**src/rtl/yolo_pkg.sv**
```systemverilog
// rtl/yolo_pkg.sv - shared tags, state encoding and detection record for the packer
package yolo_pkg;

  localparam int         OUT_W   = 24;
  localparam logic [7:0] HDR_TAG = 8'hA5;
  localparam logic [7:0] TRL_TAG = 8'h5A;

  typedef enum logic [1:0] {
    COLLECT,
    HEADER,
    DET,
    TRAILER
  } pk_state_t;

  typedef struct packed {
    logic [11:0] x;
    logic [11:0] y;
    logic [11:0] w;
    logic [11:0] h;
    logic [7:0]  cls;
    logic [7:0]  conf;
  } det_rec_t;

endpackage

```
**src/rtl/det_buffer.sv**
```systemverilog
// rtl/det_buffer.sv - simple dual-port detection store, synchronous write, registered read
module det_buffer
  import yolo_pkg::*;
#(
  parameter int DEPTH = 16,
  parameter int AW    = 4
) (
  input  logic          clk,
  input  logic          wr_en,
  input  logic [AW-1:0] wr_addr,
  input  det_rec_t      wr_data,
  input  logic [AW-1:0] rd_addr,
  output det_rec_t      rd_data
);

  det_rec_t mem [DEPTH];

  // Read-during-write to the same address returns the old contents.
  always_ff @(posedge clk) begin
    if (wr_en) begin
      mem[wr_addr] <= wr_data;
    end
    rd_data <= mem[rd_addr];
  end

endmodule

```
**src/rtl/detection_packer.sv**
```systemverilog
// rtl/detection_packer.sv - buffers a frame of detections and streams it as header, records and checksum trailer
module detection_packer
  import yolo_pkg::*;
#(
  parameter int MAX_DET = 16,
  parameter int COORD_W = 12
) (
  input  logic               clk,
  input  logic               rst_n,
  input  logic               det_valid,
  output logic               det_ready,
  input  logic [COORD_W-1:0] det_x,
  input  logic [COORD_W-1:0] det_y,
  input  logic [COORD_W-1:0] det_w,
  input  logic [COORD_W-1:0] det_h,
  input  logic [7:0]         det_class,
  input  logic [7:0]         det_conf,
  input  logic               frame_end,
  output logic [OUT_W-1:0]   out_data,
  output logic               out_valid,
  input  logic               out_ready,
  output logic               overflow
);

  localparam int         AW    = (MAX_DET > 1) ? $clog2(MAX_DET) : 1;
  localparam logic [6:0] MAX_C = 7'(MAX_DET);

  pk_state_t        state, state_nxt;
  logic [6:0]       count, count_nxt;
  logic [6:0]       idx, idx_nxt;
  logic [1:0]       sub, sub_nxt;
  logic [7:0]       frame_id, fid_nxt;
  logic             ovf_bit, ovf_bit_nxt;
  logic             overflow_nxt;
  logic [15:0]      csum, csum_nxt, csum_sum;
  logic [OUT_W-1:0] data_nxt;
  logic             valid_nxt;
  det_rec_t         rec_hold, rec_nxt;

  det_rec_t         wr_rec, rd_rec, byp_rec, cur_rec;
  logic             wr_en, byp_valid, xfer;
  logic [AW-1:0]    wr_addr, rd_addr;

  assign wr_rec  = {det_x, det_y, det_w, det_h, det_class, det_conf};
  assign wr_en   = (state == COLLECT) && det_valid && (count < MAX_C);
  assign wr_addr = count[AW-1:0];
  // idx runs one past the record being emitted, so it may reach MAX_DET
  assign rd_addr = (idx < MAX_C) ? idx[AW-1:0] : '0;

  det_buffer #(
    .DEPTH (MAX_DET),
    .AW    (AW)
  ) u_buf (
    .clk     (clk),
    .wr_en   (wr_en),
    .wr_addr (wr_addr),
    .wr_data (wr_rec),
    .rd_addr (rd_addr),
    .rd_data (rd_rec)
  );

  // A detection arriving with frame_end lands in the slot being read that same edge.
  assign cur_rec  = byp_valid ? byp_rec : rd_rec;
  assign xfer     = out_valid && out_ready;
  assign csum_sum = csum + out_data[15:0];

  always_ff @(posedge clk or negedge rst_n) begin
    if (!rst_n) begin
      state     <= COLLECT;
      count     <= '0;
      idx       <= '0;
      sub       <= '0;
      frame_id  <= '0;
      ovf_bit   <= 1'b0;
      overflow  <= 1'b0;
      csum      <= '0;
      out_data  <= '0;
      out_valid <= 1'b0;
      rec_hold  <= '0;
      byp_valid <= 1'b0;
      byp_rec   <= '0;
    end else begin
      state     <= state_nxt;
      count     <= count_nxt;
      idx       <= idx_nxt;
      sub       <= sub_nxt;
      frame_id  <= fid_nxt;
      ovf_bit   <= ovf_bit_nxt;
      overflow  <= overflow_nxt;
      csum      <= csum_nxt;
      out_data  <= data_nxt;
      out_valid <= valid_nxt;
      rec_hold  <= rec_nxt;
      byp_valid <= wr_en && (wr_addr == rd_addr);
      byp_rec   <= wr_rec;
    end
  end

  always_comb begin
    state_nxt    = state;
    count_nxt    = count;
    idx_nxt      = idx;
    sub_nxt      = sub;
    fid_nxt      = frame_id;
    ovf_bit_nxt  = ovf_bit;
    overflow_nxt = overflow;
    csum_nxt     = csum;
    data_nxt     = out_data;
    valid_nxt    = out_valid;
    rec_nxt      = rec_hold;
    det_ready    = 1'b0;

    case (state)
      COLLECT: begin
        det_ready = 1'b1;
        if (det_valid) begin
          if (count < MAX_C) begin
            count_nxt = count + 7'd1;
          end else begin
            ovf_bit_nxt  = 1'b1;
            overflow_nxt = 1'b1;
          end
        end
        if (frame_end) begin
          state_nxt = HEADER;
          data_nxt  = {HDR_TAG, frame_id, ovf_bit_nxt, count_nxt};
          valid_nxt = 1'b1;
          csum_nxt  = '0;
          idx_nxt   = '0;
          sub_nxt   = '0;
        end
      end

      HEADER: begin
        if (xfer) begin
          csum_nxt = csum_sum;
          if (count == 7'd0) begin
            state_nxt = TRAILER;
            data_nxt  = {TRL_TAG, csum_sum};
          end else begin
            state_nxt = DET;
            data_nxt  = {cur_rec.x, cur_rec.y};
            rec_nxt   = cur_rec;
            idx_nxt   = idx + 7'd1;
            sub_nxt   = 2'd0;
          end
        end
      end

      DET: begin
        if (xfer) begin
          csum_nxt = csum_sum;
          case (sub)
            2'd0: begin
              data_nxt = {rec_hold.w, rec_hold.h};
              sub_nxt  = 2'd1;
            end
            2'd1: begin
              data_nxt = {rec_hold.cls, rec_hold.conf, 1'b0, 7'(idx - 7'd1)};
              sub_nxt  = 2'd2;
            end
            default: begin
              if (idx == count) begin
                state_nxt = TRAILER;
                data_nxt  = {TRL_TAG, csum_sum};
              end else begin
                // Latching the record lets the next read start while W2/W3 drain.
                data_nxt = {cur_rec.x, cur_rec.y};
                rec_nxt  = cur_rec;
                idx_nxt  = idx + 7'd1;
                sub_nxt  = 2'd0;
              end
            end
          endcase
        end
      end

      TRAILER: begin
        if (xfer) begin
          state_nxt   = COLLECT;
          valid_nxt   = 1'b0;
          data_nxt    = '0;
          fid_nxt     = frame_id + 8'd1;
          count_nxt   = '0;
          ovf_bit_nxt = 1'b0;
          idx_nxt     = '0;
          sub_nxt     = '0;
          csum_nxt    = '0;
        end
      end

      default: begin
        state_nxt = COLLECT;
      end
    endcase
  end

endmodule
```
**config.mk**
```make
export PLATFORM = sky130hd
export DESIGN_NAME = detection_packer
export DESIGN_NICKNAME = d
export VERILOG_FILES = /design/src/rtl/yolo_pkg.sv /design/src/rtl/det_buffer.sv /design/src/rtl/detection_packer.sv
export SDC_FILE = /design/constraint.sdc
export NUM_CORES = 2
export LEC_CHECK = 0
export CAP_MARGIN = 25
export CORE_ASPECT_RATIO = 1.4
export CORE_UTILIZATION = 55
export CTS_BUF_LIST = sky130_fd_sc_hd__clkbuf_8 sky130_fd_sc_hd__clkbuf_16
export CTS_CLUSTER_SIZE = 28
export DETAILED_ROUTE_END_ITERATION = 10
export PLACE_DENSITY_LB_ADDON = 0.2
export SETUP_SLACK_MARGIN = 0.05
export SLEW_MARGIN = 30
export SYNTH_ARGS = -nofsm -noshare
export SYNTH_HDL_FRONTEND = slang
export SYNTH_SLANG_ARGS = --single-unit
```
**constraint.sdc**
```tcl
create_clock -name clk -period 9.3 [get_ports clk]
set_input_delay 1.86 -clock clk [delete_from_list [all_inputs] [get_ports clk]]
set_output_delay 1.86 -clock clk [all_outputs]
set_load 0.02 [all_outputs]
```
Yosys cells after proc, flatten, opt, wreduce, memory -nomap -nowiden
Memories as Yosys holds them, arrays and structs flattened. A register that Yosys moved wholly into a read port is not among the register bits.
Cells that the tools add are included.

cells by class
  $add $sub $neg = 5
  reduce and logical (&&, ||, !) cells = 21
  order comparisons = 2
  mux-type cells = 55
  divide/modulo/power cells = 0
  shift operators = 0
  $mul = 0
  equality and inequality tests = 16
  bitwise gates (word level) = 1

operator list
  cell                   number
  $mux W40               5
  $mux W24               6
  $pmux W24 S4           1
  $pmux W40 S2           1
  $mux W64               1
  $mux W7                9
  $mux W16               3
  $pmux W16 S3           1
  $pmux W24 S2           1
  $pmux W7 S4            1
  $mux W2                11
  $reduce_and A6 Y1      3
  $add A16 B16 Y16       1
  $ne A2 B2 Y1 const B   8
  $pmux W2 S4            2
  $add A7 B1 Y7 const B  2
  $lt A7 B5 Y1 const B   2
  $pmux W7 S2            1
  $reduce_and A3 Y1      3
  $add A8 B1 Y8 const B  1
  $mux W1                8
  $eq A7 B7 Y1           1
  $logic_not A7 Y1       1
  $reduce_and A7 Y1      1
  16 further kinds       26

storage, ports and cells
  memories = 1
  memory bits (read-only) = 0
  RAM bits = 1,024
  output and inout port bits = 27
  input port bits = 69
  latch bits = 0
  register bits = 174
  word-level logic and storage cells = 122

memories
  memory     words  width  rd ports  clocked after Yosys merged registers in  wr ports  line              text
  u_buf.mem  16     64     1         1                                        1         det_buffer.sv:16  det_rec_t mem [DEPTH];

Logic depth before layout (Yosys ltp)
  word-level depth = 5
  gate-level depth with buffers = 10
  gate-level depth less buffers = 8

Hierarchy
Synthesis repeated with hierarchy kept, for this count alone.

unflattened totals
  cells, all modules = 2,528
  area total of the unflattened synthesis = 48,456.5 µm²

by module, submodules not included
  module            area an instance (µm²)  instances  sequential area each (µm²)  cells each
  det_buffer        39,581.7                1          32,030.7                    1,647
  detection_packer  8,874.8                 1          4,354.2                     881

Worst setup path before layout
No wires, ideal clock.

  path type = input-to-reg
  from = input port det_valid
  to = memory u_buf.mem[3][0] (netlist bit) (enable)
  cell stages on the path = 4
  slack = 2,025 ps
  data required time = 8,735 ps
  path buffers = 1
  arrival = 6,710 ps
  library setup time = 565 ps
  path through = and3_1 > clkbuf_1 > nand2_1 > nor3_1

between the ends
  cells in the longest elaborated chain, start to end = 4

ends and longest elaborated chain
  element                           line                    text
  start: declaration                detection_packer.sv:10  input logic det_valid,
  $logic_and A1 B1 Y1 (2 in a row)  detection_packer.sv:45  assign wr_en = (state == COLLECT) && det_valid && (count < MAX_C);
  $mux W1                           det_buffer.sv:20        if (wr_en) begin
  $mux W1 (implied by the code)     det_buffer.sv:21        mem[wr_addr] <= wr_data;
  end: declaration                  det_buffer.sv:16

No other way between the ends.

Worst setup path in the final report
  from = register state[0]
  to = output port det_ready

between the ends
  cells in the longest elaborated chain, start to end = 2

ends and longest elaborated chain
  element                   line                     text
  start: declaration        detection_packer.sv:28   pk_state_t state, state_nxt;
  start signal: assignment  detection_packer.sv:83   state <= state_nxt;
  $logic_not A2 Y1          detection_packer.sv:113  case (state)
  $mux W1                   detection_packer.sv:113
  end: declaration          detection_packer.sv:11   output logic det_ready,

No other way between the ends.

==> results <==
- The flow ran to the end, and the final reports show no timing, DRC or antenna violations.
- The share of synthesized area in the top cell type comes to 0.634.
- CTS saw 1262 sinks.
- At the worst endpoint, the required time is 7.44 ns.
- The total number of placement rows is approximately 130.
- The remaining antenna violation count after routing is 0.
- The total area inside the core boundary comes to 0.0871 sq mm.
- The number of nets handed over by synthesis was 3528.
- The routability congestion estimate from global placement is 0.912.
- For the worst-skew pair, the clock arrives at the later sink with an insertion delay of 0.71 ns.
- The analysis attributes to cell leakage a power of roughly 0.018 uW.
- The worst path needs 4.56 ns of the cycle, external delays included.
- IR analysis of the VDD net gives a maximum drop of 0.152 mV.
- The horizontal die dimension is 253 microns.
- Dividing the detail-routed wire length by the instance count gives 26.6 microns.
- The post-synthesis simple-gate area fraction is 0.0662.
- The hold-critical path depth is 2.
- The Yosys step of the flow raised 0 warnings.
- The minimum setup slack among reg-to-reg paths is 4.92 ns.
- The synthesized design contains 1024 enable-type register cells.
- In this run the power density over the cells is 200 mW/mm^2.
- The path class of the lowest-slack min-delay path is register to register.
- The total CTS buffers is around 110.
- In this run the tightest slew margin relative to its limit is 0.320.
- In this run the number of H-tree levels came out at 3.
- The main flop type after synthesis is sky130_fd_sc_hd__edfxtp_1.
- After synthesis, the largest family of logic cells by area is compound AO/OA/AOI/OAI gates.
- The cell count after placement is roughly 4500.
- By area the synthesized netlist is led by sky130_fd_sc_hd__edfxtp_1 63%, sky130_fd_sc_hd__dfrtp_1 9.0%, sky130_fd_sc_hd__nand2_1 4.8%, sky130_fd_sc_hd__o22ai_1 3.4%, sky130_fd_sc_hd__dfxtp_1 2.6%.
- The capture instance of the worst register-to-register path is u_buf.rd_data[38].
- The initial antenna violation count was 4.
- The path with the worst hold slack has its endpoint at rec_hold[31].
- For the worst flop-to-flop path, the logic depth is 10.
- Synthesis produced about 3400 cells.
- The number of synthesized register bits is 1262.
- The worst setup path is captured at an output pin.
- Port buffering added 95 buffers.
- The highest fanout seen on the critical path is 16.
- For this run, design rule violations remaining after detail routing come to 0.
- The max-cap check violation count is 0.
- The CTS tree is built.
- After clock tree synthesis, the clock-pin slew on the worst setup and hold paths is 0.06 ns.
- Before antenna repair, the detailed router went through 7 iterations.
- The multiplexer share of the synthesized area is 0.0178.
- The first-pass GRT wire length is 187 mm.
- The final-report max-slew violation count is 0.
- The maximum clock path buffer count is 3.
- For this block, the routed nets add up to roughly 130 mm of wire.
- The final setup TNS is 0 ns.
- The xor and xnor area share after synthesis is 0.00614.
- The via count of the first global-routing pass is 29600.
- The startpoint type of the worst setup path is a register.
- The proportion of synthesized chip area in sequential cells is 0.750.
- The critical path start-end classification is register to output pin.
- The commonest cells after synthesis are 1024 x sky130_fd_sc_hd__edfxtp_1, 621 x sky130_fd_sc_hd__nand2_1, 261 x sky130_fd_sc_hd__o22ai_1.
- For this run, the total global-route usage over all layers was measured as 0.281.
- The setup skew after layout is roughly 0.025 ns.
- The number of hold buffers added after CTS was 0.
- The number of DRC violations after detailed-routing iteration 0 is 3185.
- The number of hold-slack violations in the final timing report was 0.
- The maximum number of pins on one net before global-route repair is ~190.
- The ratio of cells with drive above 1 in the final layout is 0.0795.
- Setup violations remaining at the end of the flow were counted as 0.
- The initial standard-cell utilization of the core is 0.557.
- The floorplan step set the die height to roughly 350 microns.
- The layout overhead on the synthesized area is 12.1%.
- The die area is 0.0894 sq mm.
- The startpoint identified for the worst hold timing path is rec_hold[31].
- Detailed placement ended at an HPWL of 66.3 mm.
- After the flow finishes, the layout carries non-filler instances totaling ~4700.
- The average vias per placed instance is 6.40.
- The residual overflow from global routing is 0.
- The most frequently used cell type in the post-synthesis netlist is sky130_fd_sc_hd__edfxtp_1.
- The slew of the pin with the lowest slew margin is 1.02 ns.
- The clock tree root driver cell is sky130_fd_sc_hd__clkbuf_16.
- The number of cells upsized or downsized after cts is 0.
- The data arrival time of the critical path is 2.70 ns.
- Timing would allow up to 219 MHz.
- The total number of vias is 30200.
- The post-route clock period utilization is 0.490.
- Each instance of the synthesized netlist takes up on average 14.1 sq um.
- After clock tree synthesis, the setup repair step added 0 buffers.
- At the end of the flow, the number of nets in the layout was 3542.
- The cell area after synthesis is ~0.049 sq mm.
- The dominant cell type by area after synthesis is sky130_fd_sc_hd__edfxtp_1.
- Setup repair after global routing left no endpoint under its margin.
- The compound-gate portion of the synthesized area is 0.130.
- In this run the critical register-to-register path is launched from idx[4].
- The adder-cell share of the synthesized area is 0.00712.
- After synthesis, the netlist uses 67 different library cells.
- The filler cells instantiated in the layout total 6368.
- In the synthesized netlist the async set-or-reset flop fraction comes to 0.138.
- 0 antenna diodes ended up in the layout.
- The I/O pin count is 96.
[cell usage in the layout, fill, tap and decap left out, drive strengths merged, types with 6 or more instances in the layout]
master,n
or3,12
bufinv,6
ha,26
mux2i,66
inv,57
nor3,22
edfxtp,1024
mux2,18
nor2,58
o211ai,11
o21ai,113
nand4,8
a311oi,129
nand3,13
clkbuf,135
xnor2,23
nand2,622
a211oi,83
clkinv,36
xor2,11
o22ai,261
o31ai,12
a22o,8
and2,13
a21oi,180
clkdlybuf4s50,94
a31oi,138
a221oi,8
dfrtp,174
and3,10
dfxtp,64
buf,49
[metal layers]
layer,global-route usage,vias to the layer above,part of all wire
met5,0,-,0.00023
met4,0.116,4,0.040
met3,0.0382,274,0.068
met2,0.470,1325,0.50
met1,0.372,15300,0.39
li1,-,13300,-
[power breakdown]
group	leakage [uW]	internal (uW)	switching (uW)
Combinational	0.00454	26.6	85.4
Clock	0.00197	2580	2040
Sequential	0.0119	6120	3.41
Total	0.0184	8730	2130
[registers in the layout, indices dropped and copies added, names as in the netlist]
name	cells
byp_rec	64
state	2
ovf_bit	1
overflow	1
u_buf.rd_data	64
byp_valid	1
u_buf.mem	1024
sub	2
out_data	24
csum	16
frame_id	8
out_valid	1
count	7
idx	7
rec_hold	40
[kinds of logic (layout without fill, tap and decap cells)]
logic type / after synthesis / count (layout)
fa+ha+maj: 27 / 27
buf+inv: 268 / 382
xor+xnor: 34 / 34
compound gates: 974 / 974
flops: 1262 / 1262
mux: 84 / 84
simple gates: 783 / 783
[critical path, cell delays in order (launching register included)]
cell and delay (ns):
sky130_fd_sc_hd__dfrtp_1 0.45, sky130_fd_sc_hd__inv_1 0.12, sky130_fd_sc_hd__ha_1 0.67, sky130_fd_sc_hd__clkdlybuf4s50_1 0.74
[through the flow]
| stage | util | total power (uW) | hold WS (ns) | area, sq um | worst slack [ns] |
|---|---|---|---|---|---|
| final | 0.624 | 10900 | 0.486 | 54400 | 4.74 |
| after CTS | 0.622 | 10900 | 0.487 | 54200 | 4.74 |
| after global placement | 0.579 | 6350 | 0.461 | 50500 | 4.30 |
| after global routing | 0.624 | 11100 | 0.504 | 54400 | 4.72 |
| after floorplan | - | 6240 | 0.442 | 48500 | 2.03 |
| after detailed placement | 0.579 | 6360 | 0.468 | 50500 | 4.19 |
[worst max path at each step]
stage,from,to,slack (ns),cells past startpoint
floorplan,det_valid,u_buf.mem[3][0],2.03,4
global placement,det_valid,u_buf.mem[7][10],4.30,5
detailed placement,det_valid,u_buf.mem[7][10],4.19,5
CTS,state[1],det_ready,4.74,3
global route,state[0],det_ready,4.72,3
finish,state[0],det_ready,4.74,3
[final cells by class]
cell class / count / area (sq um) / area share
Clock buffer: 134 / 3150 / 0.0579
Clock inverter: 81 / 598 / 0.0110
Inverter: 23 / 86.3 / 0.00159
Multi-Input combinational cell: 1902 / 11200 / 0.206
Sequential cell: 1262 / 36400 / 0.669
Tap cell: 1170 / 1460 / 0.0269
Timing Repair Buffer: 144 / 1500 / 0.0275
Note: power is estimated with default switching activity, not from simulation.
